--- config.mk ---
export PLATFORM = sky130hd
export DESIGN_NAME = adder_tree_pipe_acc
export DESIGN_NICKNAME = d
export VERILOG_FILES = /design/src/rtl/adder_tree_pipe_acc.sv
export SDC_FILE = /design/constraint.sdc
export NUM_CORES = 1
export LEC_CHECK = 0
export ABC_CLOCK_PERIOD_IN_PS = 8940
export BUFFER_PORTS_ARGS = -buffer_cell sky130_fd_sc_hd__buf_2
export CORE_AREA = 2 2 199 182
export CTS_BUF_LIST = sky130_fd_sc_hd__clkbuf_4 sky130_fd_sc_hd__clkbuf_8
export CTS_CLUSTER_SIZE = 8
export DETAILED_ROUTE_END_ITERATION = 7
export DIE_AREA = 0 0 201 184
export GPL_TIMING_DRIVEN = 0
export PLACE_DENSITY = 0.93
export SETUP_SLACK_MARGIN = 0.5
export SYNTH_ARGS = -nofsm -noshare
export SYNTH_HDL_FRONTEND = slang
export SYNTH_SLANG_ARGS = --single-unit
--- constraint.sdc ---
create_clock -name CLK -period 8.94 [get_ports CLK]
set_input_delay 0.894 -clock CLK [delete_from_list [all_inputs] [get_ports CLK]]
set_output_delay 0.894 -clock CLK [all_outputs]
set_load 0.05 [all_outputs]
--- src/rtl/adder_tree_pipe_acc.sv ---
// Pipelined adder tree summing one line per cycle, plus an accumulator that totals
// ACC_LINES line sums per window. Optional saturating accumulator: define ADDER_TREE_SAT_EN.
module adder_tree_pipe_acc #(
   parameter int LINE_SIZE = 16,
   parameter int DATA_W    = 16,
   parameter int ACC_LINES = 4,
   parameter int ACC_W     = DATA_W + $clog2(LINE_SIZE) + $clog2(ACC_LINES)
) (
   input  logic                                 CLK,
   input  logic                                 RST,
   input  logic                                 valid_in,
   input  logic [DATA_W-1:0]                    line_in [LINE_SIZE-1:0],
   input  logic                                 clear_acc,
   output logic [DATA_W+$clog2(LINE_SIZE)-1:0]  line_sum_out,
   output logic                                 line_sum_valid,
   output logic [ACC_W-1:0]                     acc_out,
   output logic                                 acc_valid,
   output logic [$clog2(ACC_LINES+1)-1:0]       acc_count,
   output logic                                 acc_sat
);

   localparam int L      = $clog2(LINE_SIZE);
   localparam int SUM_W  = DATA_W + L;
   localparam int LEAVES = 2 ** L;
   localparam int NODES  = LEAVES - 1;
   localparam int CNT_W  = $clog2(ACC_LINES + 1);

`ifdef ADDER_TREE_SAT_EN
   localparam int EXT_W = ACC_W + 1;
`else
   localparam int EXT_W = ACC_W;
`endif

   // Handshake: valid_in qualifies line_in for one cycle; there is no ready, the
   // tree accepts a line every cycle and line_sum_valid marks the matching result.

   // Tree stored heap-style: node n has children 2n+1 and 2n+2, indices past the
   // last internal node refer to leaves. All nodes of one depth form one stage.
   logic [SUM_W-1:0] leaf   [LEAVES];
   logic [SUM_W-1:0] node   [NODES];
   logic [SUM_W-1:0] kid_a  [NODES];
   logic [SUM_W-1:0] kid_b  [NODES];
   logic [L-1:0]     valid_pipe;

   for (genvar g = 0; g < LEAVES; g++) begin : g_leaf
      if (g < LINE_SIZE) begin : g_real
         assign leaf[g] = SUM_W'(line_in[g]);
      end else begin : g_pad
         assign leaf[g] = '0;
      end
   end

   for (genvar n = 0; n < NODES; n++) begin : g_node
      if (2 * n + 1 >= NODES) begin : g_from_leaf
         assign kid_a[n] = leaf[2*n+1-NODES];
         assign kid_b[n] = leaf[2*n+2-NODES];
      end else begin : g_from_node
         assign kid_a[n] = node[2*n+1];
         assign kid_b[n] = node[2*n+2];
      end
   end

   always_ff @(posedge CLK) begin
      if (RST) begin
         for (int n = 0; n < NODES; n++) node[n] <= '0;
         valid_pipe <= '0;
      end else begin
         for (int n = 0; n < NODES; n++) node[n] <= kid_a[n] + kid_b[n];
         valid_pipe <= (valid_pipe << 1) | L'(valid_in);
      end
   end

   assign line_sum_out   = node[0];
   assign line_sum_valid = valid_pipe[L-1];

   // Accumulator: CLOSE means the next line sum completes the window.
   typedef enum logic {ACC_OPEN, ACC_CLOSE} acc_state_t;

   acc_state_t       acc_state;
   logic [ACC_W-1:0] acc_reg;
   logic [ACC_W-1:0] acc_base;
   logic [EXT_W-1:0] acc_sum;
   logic [ACC_W-1:0] acc_next;
   logic             acc_clamp;
   logic [CNT_W-1:0] cnt_base;
   logic             close_now;

   always_comb begin
      cnt_base  = clear_acc ? '0 : acc_count;
      close_now = clear_acc ? (ACC_LINES == 1) : (acc_state == ACC_CLOSE);
      acc_base  = (cnt_base == '0) ? '0 : acc_reg;
      acc_sum   = EXT_W'(acc_base) + EXT_W'(line_sum_out);
`ifdef ADDER_TREE_SAT_EN
      acc_clamp = acc_sum[ACC_W];
      acc_next  = acc_clamp ? '1 : acc_sum[ACC_W-1:0];
`else
      acc_clamp = 1'b0;
      acc_next  = acc_sum;
`endif
   end

   always_ff @(posedge CLK) begin
      if (RST) begin
         acc_state <= (ACC_LINES == 1) ? ACC_CLOSE : ACC_OPEN;
         acc_reg   <= '0;
         acc_out   <= '0;
         acc_valid <= 1'b0;
         acc_count <= '0;
         acc_sat   <= 1'b0;
      end else begin
         acc_valid <= 1'b0;
         if (line_sum_valid) begin
            acc_sat <= acc_sat | acc_clamp;
            acc_reg <= acc_next;
            if (close_now) begin
               acc_out   <= acc_next;
               acc_valid <= 1'b1;
               acc_count <= '0;
               acc_state <= (ACC_LINES == 1) ? ACC_CLOSE : ACC_OPEN;
            end else begin
               acc_count <= cnt_base + CNT_W'(1);
               acc_state <= (cnt_base == CNT_W'(ACC_LINES - 2)) ? ACC_CLOSE : ACC_OPEN;
            end
         end else if (clear_acc) begin
            acc_count <= '0;
            acc_state <= (ACC_LINES == 1) ? ACC_CLOSE : ACC_OPEN;
         end
      end
   end

endmodule

* Yosys cells after proc, flatten, opt, wreduce, memory -nomap -nowiden
Memories as Yosys holds them, arrays and structs flattened. Cells that the tools add are included.
Word-level totals: register bits 53, memory bits (writable) 300, bits of input ports 260, memories kept 1
Operators by class: add/sub/neg operators 17, equality and inequality tests 1, multiplexer cells 27, bitwise operators 17, reduce and logical (&&, ||, !) cells 3
Memory list:
- node | words 15, width 20, rd ports 15, clocked after memory_dff 0, wr ports 15, RTL line 40 | logic [SUM_W-1:0] node [NODES];
Operator list (number):
- 20-bit two-way mux | 15
- 20-bit adder | 7
- 16-bit by 16-bit adder with 17-bit output | 8
- 22-bit by 20-bit adder with 22-bit output | 1
- 22-bit two-way mux | 1
- 1-bit bitwise OR | 15
- 3-bit two-way mux | 3
- 1-bit two-way mux | 8
- 4-bit by 1-bit bitwise OR with 4-bit output | 1
- 3-bit by 1-bit adder with 3-bit output (second input constant) | 1
- 3-bit by 2-bit == test with 1-bit output (second input constant) | 1
- 3-bit logical NOT | 1
- 2-bit AND reduction | 1
- 2-bit OR reduction | 1
- 1-bit NOT | 1

* Longest topological paths before layout
Gate-level depths: netlist of the first run.
word-level depth 5, depth in mapped cells 17, gate-level depth less buffers 15

* Worst setup path before layout of the first run
OpenSTA, ideal clock, no wires.
kind input to register, start point input port clear_acc, end point register acc_reg[20], setup time 0.071 ns, arrival 3.759 ns, required time 8.869 ns, slack 5.110 ns, cell stages on the path 17, path buffers 2, cells stage by stage nor2b_1 -> inv_1 -> ha_1 -> nand2_1 -> clkbuf_1 -> clkbuf_1 -> and2_1 -> ha_1 -> inv_1 -> fa_1 -> nor2b_1 -> o31a_1 -> o31ai_2 -> a211oi_1 -> nor3_2 -> nand3b_1 -> a21oi_1
On the way: cells in the longest elaborated chain, start to end 4
Ends and longest elaborated chain:
- start, declared | RTL line 13 | input logic clear_acc,
- 3-bit two-way mux
- 3-bit logical NOT | RTL line 91 | acc_base = (cnt_base == '0) ? '0 : acc_reg;
- 22-bit two-way mux | RTL line 91
- 22-bit by 20-bit adder with 22-bit output | RTL line 92 | acc_sum = EXT_W'(acc_base) + EXT_W'(line_sum_out);
- end signal, assigned | RTL line 114 | acc_reg <= acc_next;
- end, declared | RTL line 80 | logic [ACC_W-1:0] acc_reg;
Every way passes these cells. A chain may end at the register's enable or synchronous reset.

* Worst setup path in the final report of the first run
start point input port clear_acc, end point register acc_out[20]
On the way: cells in the longest elaborated chain, start to end 4
Ends and longest elaborated chain:
- 3-bit two-way mux
- 3-bit logical NOT | RTL line 91
- 22-bit two-way mux | RTL line 91
- 22-bit by 20-bit adder with 22-bit output | RTL line 92
- end signal, assigned | RTL line 116 | acc_out <= acc_next;
- end, declared | RTL line 16 | output logic [ACC_W-1:0] acc_out,
Parallel ways exist; a longest one is shown, timed or not.

==> results of run 1 <==
-- worst min-delay path by stage --
stage / startpoint / endpoint / slack (ns) / cells past startpoint
4_1_cts: valid_pipe[1] / valid_pipe[2] / 0.45 / 1
3_5_place_dp: valid_pipe[1] / valid_pipe[2] / 0.43 / 1
3_3_place_gp: valid_pipe[2] / valid_pipe[3] / 0.42 / 1
2_1_floorplan: valid_pipe[0] / valid_pipe[1] / 0.41 / 1
6_report: valid_pipe[1] / valid_pipe[2] / 0.44 / 1
5_1_grt: valid_pipe[2] / valid_pipe[3] / 0.46 / 1
-- final cells by class --
cell class                      count  share of cell area
Tap cell                          469             0.02455
Clock buffer                       80             0.04082
Sequential cell                   319              0.2671
Inverter                           95             0.01492
Multi-Input combinational cell   1919              0.5754
Clock inverter                      9            0.004187
Timing Repair Buffer              305             0.06385
Buffer                             55            0.008897
Antenna cell                        2           0.0002093
-- metal layers --
metal,vias to the layer above,track usage,share of wire
li1,9414,-,-
met1,9087,0.3917,0.44
met2,734,0.5518,0.48
met3,133,0.03456,0.058
met4,0,0.1034,0.030
met5,-,0,0
-- report_power, final --
group          internal [µW]  total (µW)  switching, µW
Combinational            678        1700           1030
Sequential              1640        1740            105
Clock                    747        1310            568
Total                   3060        4760           1700
-- kinds of logic after synthesis --
family,synth area share
other,0.0001811
AOI/OAI and AO/OA,0.2186
DFF,0.3083
and+or+nand+nor,0.1896
xor gates and xnor gates,0.05878
muxes,0.01607
buffers and inverters,0.02749
adders and majority gates,0.1810
-- through the flow --
stage	hold slack (ns)	total power, µW
floorplan	0.4138	2971
global placement	0.4246	3371
detailed placement	0.4321	3424
CTS	0.4465	4739
global route	0.4642	5021
finish	0.4405	4764
-- cells in the mapped netlist (8+ instances only) --
library cell / count / share of area
xor2_1: 71 / 0.030
a21o_1: 63 / 0.023
a22o_1: 18 / 0.0076
a21oi_1: 145 / 0.035
o21bai_1: 12 / 0.0043
xnor2_1: 68 / 0.029
o21a_1: 33 / 0.012
a211o_1: 11 / 0.0047
and3_1: 29 / 0.0088
a21boi_0: 12 / 0.0043
a2111oi_0: 23 / 0.0097
mux2i_1: 13 / 0.0063
inv_1: 95 / 0.017
a211oi_1: 39 / 0.014
nand2_1: 99 / 0.018
o211ai_1: 14 / 0.0051
nand2b_1: 43 / 0.013
fa_1: 16 / 0.015
o21ai_0: 138 / 0.033
nor3_1: 97 / 0.023
o31a_1: 8 / 0.0034
o31ai_1: 20 / 0.0072
nor2_1: 286 / 0.052
o41ai_2: 10 / 0.0079
o21ai_1: 8 / 0.0019
or3_1: 13 / 0.0039
nor2b_1: 89 / 0.027
ha_1: 274 / 0.17
mux2_2: 18 / 0.0098
clkbuf_1: 44 / 0.0080
nand4_1: 13 / 0.0039
nor4_1: 15 / 0.0045
a31oi_1: 21 / 0.0063
and2_1: 42 / 0.013
dfxtp_1: 319 / 0.31
nand3_1: 39 / 0.0094
buf_1: 8 / 0.0014
o2111ai_1: 15 / 0.0063
-- critical path: cells and delay by family --
kind,cells,cell delay (ns)
buffers and inverters,5,1.20
adder cells (fa/ha/maj),3,0.79
AND/OR/NAND/NOR,5,0.94
XOR/XNOR,1,0.24
AO/OA/AOI/OAI,4,0.92
==> results.cfg, run 1 <==
[route]
drcViolationCount = 0
num_vias = 19370
dr.pass1.iters = 5
wire_per_inst_um = 18.21
drt-initial-drc-count = 1298
drtAntennaViolNets = 0
finalWirelength_um = 59230
via_per_inst = 5.954

[worst_setup_path]
critPathLaunch = clear_acc
crit_required_ns = 9.41
crit_chain = buf_2, nor2b_1, inv_1, ha_1, nand2_1, clkbuf_1, clkbuf_1, and2_1, ha_1, inv_1, fa_1, nor2b_1, o31a_1, o31ai_2, a211oi_1, nor3_2, xnor2_1, o21ai_1
critPathMaxFanout = 10
arrival_ns = 4.99
reg2reg_from = acc_count[0]
r2r_slack_ns = 4.52
endpoint = acc_out[20]
path_class = in -> reg
cpPeakStageDelay_ns = 0.54
cp-end-kind = register
r2r_cells = 17
cp_slowest_cell = clkbuf_1
r2r_end = acc_out[20]
startpoint_type = input port

[cells_and_area]
final-seq-area_um2 = 6386
finish.utilization = 0.6884
stdcell_area_um2 = 23910
area_growth_pct = 15.42
largest_register_ffs = 266
final_cell_mix = 319 x dfxtp_1, 307 x buf_2, 286 x nor2_1
nets = 3297
drive_gt1_frac = 0.1657
multi_input_area_um2 = 13760
final_cells = 3253
fill_cells = 2745
final_common_cell = dfxtp_1

[placed_design]
dpl.hpwl_um = 46090
port_buffers = 305
placed_cell_area_um2 = 22830
dp.cells = 3162
gp_congestion = 0.9098
pre_cts_ws_ns = 3.785

[floorplanning]
die_area_um2 = 36980
rows = 65
die_w_um = 201
io_pins = 308
dieHeight_um = 184
start_util = 0.5964
core-area_um2 = 34730

[sta]
slew_viol_final = 0
setup_viol = 0
min_period_ns = 4.519
max_freq_mhz = 221.3
slew_headroom = 0.1191
final-hold-violation-count = 0
post-route-period-util = 0.5055
rsz0062_at_grt = false
fin_setup_tns_ns = 0
finClkSkew_ns = 0.03676
tightestPinTransition_ns = 1.321
layout_setup_ws_ns = 4.421

[clock_network]
path_clk_slew_ns = 0.06
numCtsBuffers = 52
root_buffer = clkbuf_8
max-clock-path-buffers = 3
ctsHtreeMaxLevel = 2
cts_tree = done
post_cts_resized = 0
post_cts_buffers = 0
cts.hold.buffers_added = 0
numClockSinks = 319
worstSkewPairLatency_ns = 0.59

[logic_synthesis]
ys_seq_area_frac = 0.3083
syn_nets = 2938
synthDistinctLibCells = 81
synth_area_um2 = 20710
async_reset_ff_frac = 0
syn_avg_cell_area_um2 = 8.674
synth_seq_cells = 319
yosysWarnings = 0
synth_top_flop_cell = dfxtp_1
netlist_instances = 2388
synth-edff-count = 0

[outcome]
outcome = completed

[global_route]
grt_pass1_wl_um = 93890
grt-ovfl-total = 0
grt_start_max_net_pins = 14
grt_pass1_vias = 19010
track_usage = 0.3101
grt_antenna_before_repair = 0

[pwr]
ir_worst_vdd_uv = 126.3
power_density_nw_per_um2 = 199.3
p_leak_uw = 0.01122

[min_path]
hold_path.class = reg -> reg

[run]
cap_violations = 0
(Power assumes the default switching activity.)
==> run 2, diff against run 1 <==
--- a/config.mk
+++ b/config.mk
@@ -5,15 +5,16 @@
 export SDC_FILE = /design/constraint.sdc
 export NUM_CORES = 1
 export LEC_CHECK = 0
-export ABC_CLOCK_PERIOD_IN_PS = 8940
+export ABC_AREA = 1
+export ABC_CLOCK_PERIOD_IN_PS = 4200
 export BUFFER_PORTS_ARGS = -buffer_cell sky130_fd_sc_hd__buf_2
-export CORE_AREA = 2 2 199 182
+export CORE_AREA = 2 2 206 188
 export CTS_BUF_LIST = sky130_fd_sc_hd__clkbuf_4 sky130_fd_sc_hd__clkbuf_8
 export CTS_CLUSTER_SIZE = 8
 export DETAILED_ROUTE_END_ITERATION = 7
-export DIE_AREA = 0 0 201 184
+export DIE_AREA = 0 0 208 190
 export GPL_TIMING_DRIVEN = 0
-export PLACE_DENSITY = 0.93
+export PLACE_DENSITY = 0.92
 export SETUP_SLACK_MARGIN = 0.5
 export SYNTH_ARGS = -nofsm -noshare
 export SYNTH_HDL_FRONTEND = slang
==> constraint.sdc (replaced) <==
create_clock -name CLK -period 4.2 [get_ports CLK]
set_input_delay 0.42 -clock CLK [delete_from_list [all_inputs] [get_ports CLK]]
set_output_delay 0.42 -clock CLK [all_outputs]
set_load 0.05 [all_outputs]
==> run 2 against run 1 <==
- clock-buffer cell count fell by 5
- utilization fell by 1.5 points
- area after synthesis rose by 7.0%
- wire length rose by 0.27%
- total power rose by 100%
- via count rose by 15%
- critical path type is now reg -> reg
- largest power group unchanged
==> results.cfg, run 2 <==
[sta]
hold-worst-slack_ns = 0.06033
slew_headroom = 0.1081
tightestPinTransition_ns = 1.338
rsz0062_at_grt = false
setup_viol = 0
finClkSkew_ns = 0.04782
post-route-period-util = 0.7896
slew_viol_final = 0
min_period_ns = 3.316
final-hold-violation-count = 0
max_freq_mhz = 301.6
fin_setup_tns_ns = 0

[clock_network]
worstSkewPairLatency_ns = 0.62
cts_tree = done
numCtsBuffers = 52
root_buffer = clkbuf_8
ctsHtreeMaxLevel = 2
post_cts_resized = 0
post_cts_buffers = 0
path_clk_slew_ns = 0.06
cts.hold.buffers_added = 0
numClockSinks = 319
max-clock-path-buffers = 3

[logic_synthesis]
syn_nets = 3814
ys_seq_area_frac = 0.2882
synthDistinctLibCells = 50
syn_avg_cell_area_um2 = 6.789
async_reset_ff_frac = 0
yosysTopAreaCellShare = 0.2882
yosysWarnings = 0
synth_most_common_cell = nand2_1
synth_xor_area_frac = 0.01028
synth_area_um2 = 22160
muxShareOfSynthArea = 0
netlist_instances = 3264
synthAdderAreaFrac = 0.1692
synth-edff-count = 0
synthTopCellsByCount = 716 x nand2_1, 442 x inv_1, 408 x a21oi_1, 373 x nor2_1, 319 x dfxtp_1
synth_top_family_by_area = simple AND/OR/NAND/NOR gates
ys_top_cells_by_area = dfxtp_1 29%, ha_1 15%, nand2_1 12%
synth_seq_cells = 319
synth_top_cell_by_area = dfxtp_1
synth-compound-area-share = 0.1940
synthSimpleGateAreaFrac = 0.2519
synth_top_flop_cell = dfxtp_1

[route]
wire_per_inst_um = 14.33
finalWirelength_um = 59380
drtAntennaViolNets = 0
drcViolationCount = 0
via_per_inst = 5.389
drt-initial-drc-count = 1852
num_vias = 22340
dr.pass1.iters = 5

[global_route]
grt_pass1_wl_um = 96700
grt-ovfl-total = 0
grt_antenna_before_repair = 0
grt_start_max_net_pins = 15
grt_pass1_vias = 20560
track_usage = 0.2930

[cells_and_area]
largest_register_ffs = 266
final_common_cell = nand2_1
stdcell_area_um2 = 25320
nets = 4173
area_growth_pct = 14.27
final_cell_mix = 716 x nand2_1, 442 x inv_1, 408 x a21oi_1
drive_gt1_frac = 0.1349
n_antenna_cell = 0

[worst_setup_path]
cp-end-kind = register
cpPeakStageDelay_ns = 0.41
r2r_cells = 19
critPathLaunch = acc_count[1]
critPathMaxFanout = 10
endpoint = acc_reg[8]
cp_slowest_cell = fa_1
r2r_slack_ns = 0.88
startpoint_type = register
arrival_ns = 3.87
reg2reg_from = acc_count[1]
r2r_end = acc_reg[8]
path_class = reg -> reg
crit_chain = inv_1, nor2_1, inv_1, ha_1, inv_1, nor2_2, clkbuf_1, nor2_1, ha_1, inv_1, fa_1, inv_1, nand3_1, nand3_1, nand2_1, nand3_2, xor2_1, o21ai_0, inv_1
crit_required_ns = 4.76
crit_top_cell = inv_1

[pwr]
ir_worst_vdd_uv = 228.6
p_leak_uw = 0.01344
power_density_nw_per_um2 = 383.9

[placed_design]
port_buffers = 305
dpl.hpwl_um = 47510
placed_cell_area_um2 = 24300
gp_congestion = 0.9487

[floorplanning]
start_util = 0.5892
die_w_um = 208
rows = 68
dieHeight_um = 190
die_area_um2 = 39520
io_pins = 308
core-area_um2 = 37610

[outcome]
outcome = completed

[run]
cap_violations = 0

[min_path]
hold_path.class = in -> reg
hold_start = valid_in
-- run 2: logic make-up after synthesis --
kind of cell / after synthesis
AND/OR/NAND/NOR: 1361
AO/OA/AOI/OAI: 768
buffers and inverters: 499
flip-flops: 319
adder cells (fa/ha/maj): 290
XOR/XNOR: 26
other: 1
-- run 2: where the power goes --
group / switching (µW) / total [µW] / internal, µW
Clock: 1250 / 2700 / 1450
Sequential: 216 / 3650 / 3440
Combinational: 2220 / 3370 / 1150
Total: 3690 / 9720 / 6030
-- run 2: worst min-delay path by stage --
| stage | endpoint | slack [ns] | cells after the start |
|---|---|---|---|
| after floorplan | valid_pipe[1] | 0.39 | 2 |
| after global placement | valid_pipe[1] | 0.39 | 2 |
| after detailed placement | valid_pipe[1] | 0.39 | 2 |
| after CTS | valid_pipe[0] | 0.04 | 3 |
| after global routing | valid_pipe[0] | 0.07 | 3 |
| final | valid_pipe[0] | 0.06 | 3 |
-- run 2: worst max-delay path: cells and delay by family (launching register included) --
| kind | cells | cell delay [ns] |
|---|---|---|
| simple gates | 7 | 0.85 |
| fa+ha+maj | 3 | 0.81 |
| buf+inv | 7 | 0.77 |
| xor+xnor | 1 | 0.35 |
| flops | 1 | 0.33 |
| compound gates | 1 | 0.13 |
-- run 2: cell type report --
type,instances,area (µm²)
clock inverters,11,71.32
repair buffers,305,1526
clock buffers,75,950.9
multi-input cells,2446,13860
plain buffers,44,203.9
flip-flops and latches,319,6386
inverters,455,1708
fillers,3317,12290
well taps,490,613.1
-- run 2: metrics by stage --
step / power [µW] / setup WS, ns / util / std cells
5_1_grt: 10330 / 0.6954 / 0.6733 / 4145
3_5_place_dp: 6999 / 0.7583 / 0.6461 / 4059
3_3_place_gp: 6934 / 0.8024 / 0.6461 / 4059
2_1_floorplan: 6075 / 1.241 / - / 3264
6_report: 9721 / 0.8839 / 0.6733 / 4145
4_1_cts: 9698 / 0.9052 / 0.6733 / 4145
-- run 2: layer usage --
| metal | vias to the layer above | wire (µm) | global-route usage |
|---|---|---|---|
| met1 | 9923 | 27260 | 0.4004 |
| li1 | 11520 | - | - |
| met2 | 789 | 26090 | 0.4799 |
| met4 | 0 | 1778 | 0.1004 |
| met5 | - | 0 | 0 |
| met3 | 109 | 4261 | 0.03566 |
==> run 3, diff against run 2 <==
--- a/config.mk
+++ b/config.mk
@@ -6,15 +6,15 @@
 export NUM_CORES = 1
 export LEC_CHECK = 0
 export ABC_AREA = 1
-export ABC_CLOCK_PERIOD_IN_PS = 4200
+export ABC_CLOCK_PERIOD_IN_PS = 2850
 export BUFFER_PORTS_ARGS = -buffer_cell sky130_fd_sc_hd__buf_2
-export CORE_AREA = 2 2 206 188
+export CORE_AREA = 2 2 215 196
 export CTS_BUF_LIST = sky130_fd_sc_hd__clkbuf_4 sky130_fd_sc_hd__clkbuf_8
 export CTS_CLUSTER_SIZE = 8
 export DETAILED_ROUTE_END_ITERATION = 7
-export DIE_AREA = 0 0 208 190
+export DIE_AREA = 0 0 217 198
 export GPL_TIMING_DRIVEN = 0
-export PLACE_DENSITY = 0.92
+export PLACE_DENSITY = 0.89
 export SETUP_SLACK_MARGIN = 0.5
 export SYNTH_ARGS = -nofsm -noshare
 export SYNTH_HDL_FRONTEND = slang
==> constraint.sdc (replaced) <==
create_clock -name CLK -period 2.85 [get_ports CLK]
set_input_delay 0.285 -clock CLK [delete_from_list [all_inputs] [get_ports CLK]]
set_output_delay 0.285 -clock CLK [all_outputs]
set_load 0.05 [all_outputs]
==> run 3 against run 2 <==
- non-clock buffer count rose by 36
- clock skew is 0.016 ns lower
- largest power group unchanged
- via count increased by 2.3%
- utilization down 2.5 points
- highest routed layer unchanged
- global-route usage decreased by 1.9 points
==> results.cfg, run 3 (synthesis gave the netlist of run 2 again) <==
[outcome]
outcome = completed

[worst_setup_path]
cp_slowest_cell = dfxtp_4
startpoint_type = register
cp.depth = 19
cpPeakStageDelay_ns = 0.34
crit_required_ns = 3.36
r2r_slack_ns = 0.25
arrival_ns = 3.11
critPathMaxFanout = 6
crit_family = simple AND/OR/NAND/NOR gates
r2r_cells = 19
crit_top_cell = inv_2
crit_chain = inv_2, nor2_4, inv_2, ha_4, inv_2, nor2_4, buf_6, nor2_1, ha_4, buf_6, nand2_1, nor2_2, nand3_4, nand3_4, nand2_2, nand3_1, nand2_1, o21ai_1, inv_1
cp_num_buf_inv = 6
path_class = reg -> reg
cp-end-kind = register

[sta]
fin_setup_tns_ns = 0
post-route-period-util = 0.9108
min_period_ns = 2.596
max_freq_mhz = 385.3
rsz0062_at_grt = true
tightestPinTransition_ns = 1.269
finClkSkew_ns = 0.03142
slew_viol_final = 0
final-hold-violation-count = 0
slew_headroom = 0.1542
hold-worst-slack_ns = 0.02997
setup_viol = 0

[cells_and_area]
final_cell_mix = 672 x nand2_1, 430 x inv_1, 401 x a21oi_1
largest_register_ffs = 266
area_growth_pct = 20.15
fill_cells = 3542
final_common_cell = nand2_1
drive_gt1_frac = 0.1775
nets = 4210

[global_route]
grt_start_max_net_pins = 16
track_usage = 0.2737
grt_pass1_vias = 20400
grt_antenna_before_repair = 0
grt-ovfl-total = 0
grt_pass1_wl_um = 96900

[min_path]
hold_path.class = in -> reg
holdPathStages = 4

[route]
drtAntennaViolNets = 0
via_per_inst = 5.384
num_vias = 22850
finalWirelength_um = 62280
dr.pass1.iters = 6
wire_per_inst_um = 14.67
drcViolationCount = 0
drt-initial-drc-count = 1700

[floorplanning]
dieHeight_um = 198
start_util = 0.5399
core-area_um2 = 41040
rows = 71
io_pins = 308
die_w_um = 217
die_area_um2 = 42970

[clock_network]
ctsHtreeMaxLevel = 2
numClockSinks = 319
worstSkewPairLatency_ns = 0.62
path_clk_slew_ns = 0.06
max-clock-path-buffers = 3
cts_tree = done
root_buffer = clkbuf_8
numCtsBuffers = 53

[placed_design]
gp_congestion = 0.9452
dpl.hpwl_um = 48220
port_buffers = 305

[pwr]
power_density_nw_per_um2 = 564.1
ir_worst_vdd_uv = 405.0
p_leak_uw = 0.01381

[run]
cap_violations = 0
==> run 3: cell count changes in the layout (fill, tap and decap cells not counted), moves of 12 or more <==
cell	change
nand2_2	+36
buf_4	+24
inv_1	-12
ha_4	+19
nand3_1	-15
inv_2	+12
nand2_1	-44
nor2_1	-15
ha_1	-19
==> run 3: final timing paths <==
kind / startpoint / end
setup / recovery: acc_count[1] / acc_reg[18]
hold / removal: line_in[224] / node[0][280]
setup reg to reg: acc_count[1] / acc_reg[18]
hold reg to reg: valid_pipe[0] / valid_pipe[1]
==> run 3: layout make-up <==
type,instances,area [µm²],share of cell area
multi-input cells,2446,14620,0.5490
flip-flops and latches,319,6395,0.2402
repair buffers,341,1849,0.06946
inverters,455,1708,0.06415
clock buffers,79,980.9,0.03685
well taps,547,684.4,0.02571
plain buffers,44,231.5,0.008694
clock inverters,12,155.1,0.005828
diodes,1,2.502,0.00009399
==> run 3: through the flow <==
step	std cells	setup WS, ns	utilization	total power (µW)	cell area, µm²
floorplan	3264	0.3297	-	8954	22220
global placement	4116	0.04266	0.5953	10240	24430
detailed placement	4116	0.005760	0.5953	10330	24430
CTS	4228	0.3014	0.6308	14720	25890
global route	4243	0.1811	0.6486	15940	26620
finish	4244	0.2543	0.6487	15020	26620
==> run 3: what timing repair did <==
action	in CTS	in global routing
endpoints found under the hold margin	4	0
gates cloned	2	0
buffers inserted	15	15
resized for setup	29	129
hold buffers	4	0
endpoints found under the setup margin	37	40
pin swaps	16	62
==> run 3: where the power goes <==
part           switching [µW]  leakage (µW)  internal (µW)
Clock                    1830      0.000603           2470
Combinational            3390        0.0106           1900
Sequential                357       0.00264           5060
Total                    5580        0.0138           9440
==> run 3: metal layers <==
layer  GRT usage  vias to the layer above  part of all wire
met5           0                        -                 0
met3     0.03932                      139             0.067
li1            -                    11580                 -
met1      0.3718                    10260              0.45
met2      0.4474                      870              0.45
met4     0.08853                        0             0.032
==> run 3: worst register-to-register path: stages, from the launching register on <==
cell	delay [ns]
dfxtp_4	0.34
inv_2	0.06
nor2_4	0.04
inv_2	0.07
ha_4	0.12
inv_2	0.04
nor2_4	0.26
buf_6	0.19
nor2_1	0.08
ha_4	0.31
buf_6	0.10
nand2_1	0.06
nor2_2	0.18
nand3_4	0.11
nand3_4	0.14
nand2_2	0.08
nand3_1	0.07
nand2_1	0.08
o21ai_1	0.13
inv_1	0.05
